$ cat src/rtl/idex_stage.sv
// idex_stage: ID/EX pipeline register with load-use bubble insertion, WB bypass,
// EX operand forwarding mux and stall/flush performance counters.
module idex_stage #(
    parameter int CTRL_W = 8,
    parameter int XLEN   = 32
) (
    input  logic              clk,
    input  logic              rst,
    input  logic              flush,
    input  logic              freeze,
    input  logic              id_valid,
    input  logic [XLEN-1:0]   id_pc,
    input  logic [4:0]        id_rs1,
    input  logic [4:0]        id_rs2,
    input  logic [4:0]        id_rd,
    input  logic [XLEN-1:0]   id_rd1,
    input  logic [XLEN-1:0]   id_rd2,
    input  logic [XLEN-1:0]   id_imm,
    input  logic              id_RegWrite,
    input  logic              id_MemRead,
    input  logic              id_MemWrite,
    input  logic              id_ALUSrc,
    input  logic [CTRL_W-1:0] id_ctrl,
    input  logic              wb_RegWrite,
    input  logic [4:0]        wb_rd,
    input  logic [XLEN-1:0]   wb_data,
    input  logic [1:0]        ForwardA,
    input  logic [1:0]        ForwardB,
    input  logic [XLEN-1:0]   EXMEM_alu_result,
    input  logic [XLEN-1:0]   MEMWB_wb_data,
    output logic              IDEX_valid,
    output logic              IDEX_RegWrite,
    output logic              IDEX_MemRead,
    output logic              IDEX_MemWrite,
    output logic              IDEX_ALUSrc,
    output logic [4:0]        IDEX_rs1,
    output logic [4:0]        IDEX_rs2,
    output logic [4:0]        IDEX_rd,
    output logic [XLEN-1:0]   IDEX_pc,
    output logic [XLEN-1:0]   IDEX_imm,
    output logic [CTRL_W-1:0] IDEX_ctrl,
    output logic [XLEN-1:0]   ex_op_a,
    output logic [XLEN-1:0]   ex_store_data,
    output logic [XLEN-1:0]   ex_op_b,
    output logic              stall_out,
    output logic [31:0]       luse_cnt,
    output logic [31:0]       flush_cnt
);
    logic            hz;
    logic [XLEN-1:0] rd1_q, rd2_q, rd1_byp, rd2_byp;

    // rs2 is compared even for I-type: a spurious stall is cheaper than decoding format here
    assign hz = IDEX_valid & IDEX_MemRead & (IDEX_rd != 5'd0) &
                ((IDEX_rd == id_rs1) | (IDEX_rd == id_rs2)) & id_valid;
    assign stall_out = hz & ~flush & ~freeze;

    assign rd1_byp = (wb_RegWrite && wb_rd != 5'd0 && wb_rd == id_rs1) ? wb_data : id_rd1;
    assign rd2_byp = (wb_RegWrite && wb_rd != 5'd0 && wb_rd == id_rs2) ? wb_data : id_rd2;

    assign ex_op_a       = ForwardA == 2'b01 ? EXMEM_alu_result : ForwardA == 2'b10 ? MEMWB_wb_data : rd1_q;
    assign ex_store_data = ForwardB == 2'b01 ? EXMEM_alu_result : ForwardB == 2'b10 ? MEMWB_wb_data : rd2_q;
    assign ex_op_b       = IDEX_ALUSrc ? IDEX_imm : ex_store_data;

    always_ff @(posedge clk or posedge rst) begin
        if (rst) begin
            {IDEX_valid, IDEX_RegWrite, IDEX_MemRead, IDEX_MemWrite, IDEX_ALUSrc} <= '0;
            {IDEX_rs1, IDEX_rs2, IDEX_rd} <= '0;
            IDEX_pc   <= '0;
            IDEX_imm  <= '0;
            IDEX_ctrl <= '0;
            rd1_q     <= '0;
            rd2_q     <= '0;
            luse_cnt  <= '0;
            flush_cnt <= '0;
        end else begin
            if (flush)
                flush_cnt <= flush_cnt + 32'd1;
            if (stall_out)
                luse_cnt <= luse_cnt + 32'd1;
            if (flush || (!freeze && hz)) begin
                {IDEX_valid, IDEX_RegWrite, IDEX_MemRead, IDEX_MemWrite, IDEX_ALUSrc} <= '0;
                {IDEX_rs1, IDEX_rs2, IDEX_rd} <= '0;
                IDEX_pc   <= '0;
                IDEX_imm  <= '0;
                IDEX_ctrl <= '0;
                rd1_q     <= '0;
                rd2_q     <= '0;
            end else if (!freeze) begin
                IDEX_valid    <= id_valid;
                IDEX_RegWrite <= id_RegWrite;
                IDEX_MemRead  <= id_MemRead;
                IDEX_MemWrite <= id_MemWrite;
                IDEX_ALUSrc   <= id_ALUSrc;
                IDEX_rs1      <= id_rs1;
                IDEX_rs2      <= id_rs2;
                IDEX_rd       <= id_rd;
                IDEX_pc       <= id_pc;
                IDEX_imm      <= id_imm;
                IDEX_ctrl     <= id_ctrl;
                rd1_q         <= rd1_byp;
                rd2_q         <= rd2_byp;
            end
        end
    end
endmodule

$ cat config.mk
export PLATFORM = sky130hd
export DESIGN_NAME = idex_stage
export DESIGN_NICKNAME = d
export VERILOG_FILES = /design/src/rtl/idex_stage.sv
export SDC_FILE = /design/constraint.sdc
export NUM_CORES = 1
export LEC_CHECK = 0
export ABC_AREA = 0
export ABC_CLOCK_PERIOD_IN_PS = 7650
export BUFFER_PORTS_ARGS = -buffer_cell sky130_fd_sc_hd__clkbuf_2
export CAP_MARGIN = 30
export CORE_AREA = 2 2 203 205
export DETAILED_ROUTE_END_ITERATION = 8
export DIE_AREA = 0 0 205 207
export GPL_TIMING_DRIVEN = 0
export PLACE_DENSITY_LB_ADDON = 0.05
export SYNTH_ARGS = -nofsm -noshare
export SYNTH_HDL_FRONTEND = slang
export SYNTH_SLANG_ARGS = --single-unit
$ cat constraint.sdc
create_clock -name clk -period 7.65 [get_ports clk]
set_input_delay 0.3825 -clock clk [delete_from_list [all_inputs] [get_ports clk]]
set_output_delay 0.3825 -clock clk [all_outputs]
set_load 0.01 [all_outputs]
==> results.sh <==
export IMPL_rrSetupSlack_ps=5240
export IMPL_rsz0062_at_grt="no"
export IMPL_power_frac_seq_pct=40.4
export IMPL_grt_pass1_vias=10620
export IMPL_cts_setup_buffers=0
export IMPL_dieArea_um2=42440
export IMPL_regArea_um2=5505
export IMPL_fillers=4186
export IMPL_gr_total_overflow=0
export IMPL_critPathLaunch="ForwardA[0]"
export IMPL_slowest_delay_ps=580
export IMPL_relSlewSlack_pct=38.24
export IMPL_synth_distinct_cells=45
export IMPL_numClockSinks=220
export IMPL_slew_violations=0
export IMPL_worstPathArrival_ps=2620
export IMPL_finalCritPeriodShare_pct=39.20
export IMPL_path_depth=7
export IMPL_area_growth_pct=37.70
export IMPL_syn_area_um2=11240
export IMPL_worstSetupPathType="input port to output pin"
export IMPL_synthTopCellsByArea="dfrtp_1 (49%), mux2i_1 (8.9%), a22o_1 (7.1%)"
export IMPL_yosysMostFrequentCell="dfrtp_1"
export IMPL_holdWs_ps=-31.56
export IMPL_rr_worst_depth=7
export IMPL_dpl_hpwl_mm=37.09
export IMPL_syn_mean_instance_area_um2=10.62
export IMPL_synth_edf_count=0
export IMPL_yosys_area_top_type="dfrtp_1"
export IMPL_ys_async_sr_fraction_pct=100.0
export IMPL_synth_seq_cells=220
export IMPL_r2r_end="IDEX_imm[7]"
export IMPL_clock_skew_ps=13.21
export IMPL_via_count=10460
export IMPL_p_leak_uw=0.007668
export IMPL_ys_seq_area_share_pct=48.98
export IMPL_synth_nets=1326
export IMPL_worst_path_most_repeated_cell="clkbuf_1"
export IMPL_critPathBufInv=4
export IMPL_cts_root_buf="clkbuf_16"
export IMPL_die_w_um=205
export IMPL_p_sw_share_pct=28.95
export IMPL_routed_wl_mm=48.18
export IMPL_end_kind="output pin"
export IMPL_start_util_pct=27.85
export IMPL_cts_resized_gates=0
export IMPL_setup_violations=0
export IMPL_viasPerCell=4.835
export IMPL_tightest_slew_ps=918.7
export IMPL_avgRoutedWirePerCell_um=22.27
export IMPL_drv_cap=0
export IMPL_drt_iter0_drc=496
export IMPL_rows=74
export IMPL_cts_buffers=29
export IMPL_finalSetupTns_ps=0
export IMPL_violations="hold timing"
export IMPL_insertion_delay_ps=550
export IMPL_timing_rr_start="IDEX_rd[1]"
export IMPL_cts_tree="done"
export IMPL_cp_data_required_time_ps=7270
export IMPL_synth_top_flop_cell="dfrtp_1"
export IMPL_cp_endpoint="ex_op_a[30]"
export IMPL_startpoint_type="input port"
export IMPL_cp_max_fo=10
export IMPL_drc_errors=0
export IMPL_first_pass_iters=4
export IMPL_clkTransAtPathRegs_ps=60
export IMPL_powerDensity_nw_per_um2=206.4
export IMPL_synthTopCellsByCount="dfrtp_1 (220), mux2i_1 (100), nand2_1 (93)"
export IMPL_pwr_share_clk_pct=41.8
export IMPL_antenna_left=0
export IMPL_cts_htree_levels=1
export IMPL_hold_buffers=0
export IMPL_grt_max_degree=116
export IMPL_core_area_um2=40370
export IMPL_ir_drop_mv=0.1545
export IMPL_crit_slowest_cell="clkbuf_1"
export IMPL_io_pins=519
export IMPL_outcome="finished with violations"
export IMPL_period_minus_slack_ps=2999
export IMPL_gp_congestion=0.8047
export IMPL_synthCells=1058
export IMPL_drive_gt1_share_pct=39.43
export IMPL_max_freq_mhz=333.5
export IMPL_dp_slack_ps=4625
export IMPL_combPwrFrac_pct=17.8
export IMPL_p_int_uw=2270
export IMPL_fin_ws_ps=4651
export IMPL_finalNetCount=1876
export IMPL_finalHoldViolCount=12
export IMPL_min_path_type="input port to async pin"
export IMPL_multi_input_area_um2=5311
export IMPL_p_sw_uw=925.1
export IMPL_dieHeight_um=207
export IMPL_yosysWarnings=0
export IMPL_grtUsageTotal_pct=21.94
export IMPL_antenna_found_initial=7
export IMPL_io_buffers=516
export IMPL_crit_chain="clkbuf_1, nand2b_1, clkbuf_1, clkbuf_1, o22ai_1, nor2_1, clkbuf_2"
export IMPL_crit_family="buffers and inverters"
export IMPL_synth_top_area_share_pct=48.98
export IMPL_clk_path_buf_depth=3
export IMPL_grt_pass1_wl_mm=70.48
power by group through the flow:
stage | Clock [µW] | Combinational [µW] | Sequential, µW
global route | 1420 | 622 | 1300
CTS | 1370 | 580 | 1290
finish | 1340 | 568 | 1290
global placement | 0 | 575 | 1310
floorplan | 0 | 270 | 1320
detailed placement | 0 | 578 | 1310
metrics by stage:
step	instances	utilization [%]	instance area, µm²	power [µW]
5_1_grt	2163	38.34	15480	3343
3_5_place_dp	2109	36.02	14540	1888
3_3_place_gp	2106	35.89	14490	1883
6_report	2164	38.34	15480	3195
2_1_floorplan	1058	-	11240	1588
4_1_cts	2160	38.32	15470	3244
cell usage in the layout (no fill, tap or decap), types with 34 or more instances in the layout:
cell	synthesis	layout
o21ai_1	60	60
nand2_1	93	93
clkbuf_2	0	516
a211oi_1	36	36
mux2i_1	100	100
dfrtp_1	220	220
nor2_1	71	71
xnor2_1	58	58
a22o_1	91	91
nor2b_1	38	38
mux2_2	34	34
a21oi_1	36	36
clkbuf_1	44	49
registers in the layout, indices dropped and copies added (netlist names):
| register | cells |
|---|---|
| IDEX_MemWrite | 1 |
| IDEX_rs2 | 5 |
| rd1_q | 32 |
| flush_cnt | 32 |
| IDEX_pc | 32 |
| IDEX_MemRead | 1 |
| rd2_q | 32 |
| luse_cnt | 32 |
| IDEX_ctrl | 8 |
| IDEX_rs1 | 5 |
| IDEX_valid | 1 |
| IDEX_ALUSrc | 1 |
| IDEX_RegWrite | 1 |
| IDEX_imm | 32 |
| IDEX_rd | 5 |
cell type report:
type | instances | area share (%)
inverter | 5 | 0.1698
tap | 532 | 4.300
clock buffer | 42 | 5.521
multi-input combinational | 758 | 34.31
clock inverter | 9 | 0.4850
sequential | 220 | 35.57
antenna | 4 | 0.06467
buffer | 75 | 2.619
timing repair buffer | 519 | 16.96
worst min-delay path by stage:
| stage | start | end | slack, ps | depth (start not counted) |
|---|---|---|---|---|
| 3_3_place_gp | flush_cnt[31] | flush_cnt[31] | 460 | 1 |
| 5_1_grt | rst | flush_cnt[20] | 20 | 2 |
| 4_1_cts | rst | flush_cnt[21] | 3 | 2 |
| 6_report | rst | flush_cnt[20] | -30 | 2 |
| 3_5_place_dp | luse_cnt[31] | luse_cnt[31] | 470 | 1 |
| 2_1_floorplan | rd1_q[10] | rd1_q[10] | 460 | 2 |
metal layers:
metal | wire [µm] | GRT usage [%] | vias up
met5 | 54 | 0 | -
met4 | 893 | 5.259 | 8
met3 | 3583 | 5.554 | 66
met2 | 23850 | 37.83 | 349
met1 | 19800 | 27.33 | 5124
li1 | - | - | 4916
cells by family after synthesis:
kind of cell | count (synthesis) | share of synthesized area [%]
multiplexers | 134 | 12.31
adder cells (fa/ha/maj) | 2 | 0.2226
AO/OA/AOI/OAI | 259 | 15.89
AND/OR/NAND/NOR | 281 | 12.43
flip-flops | 220 | 48.98
XOR/XNOR | 82 | 6.389
buffers and inverters | 80 | 3.773
(Power assumes the default switching activity.)
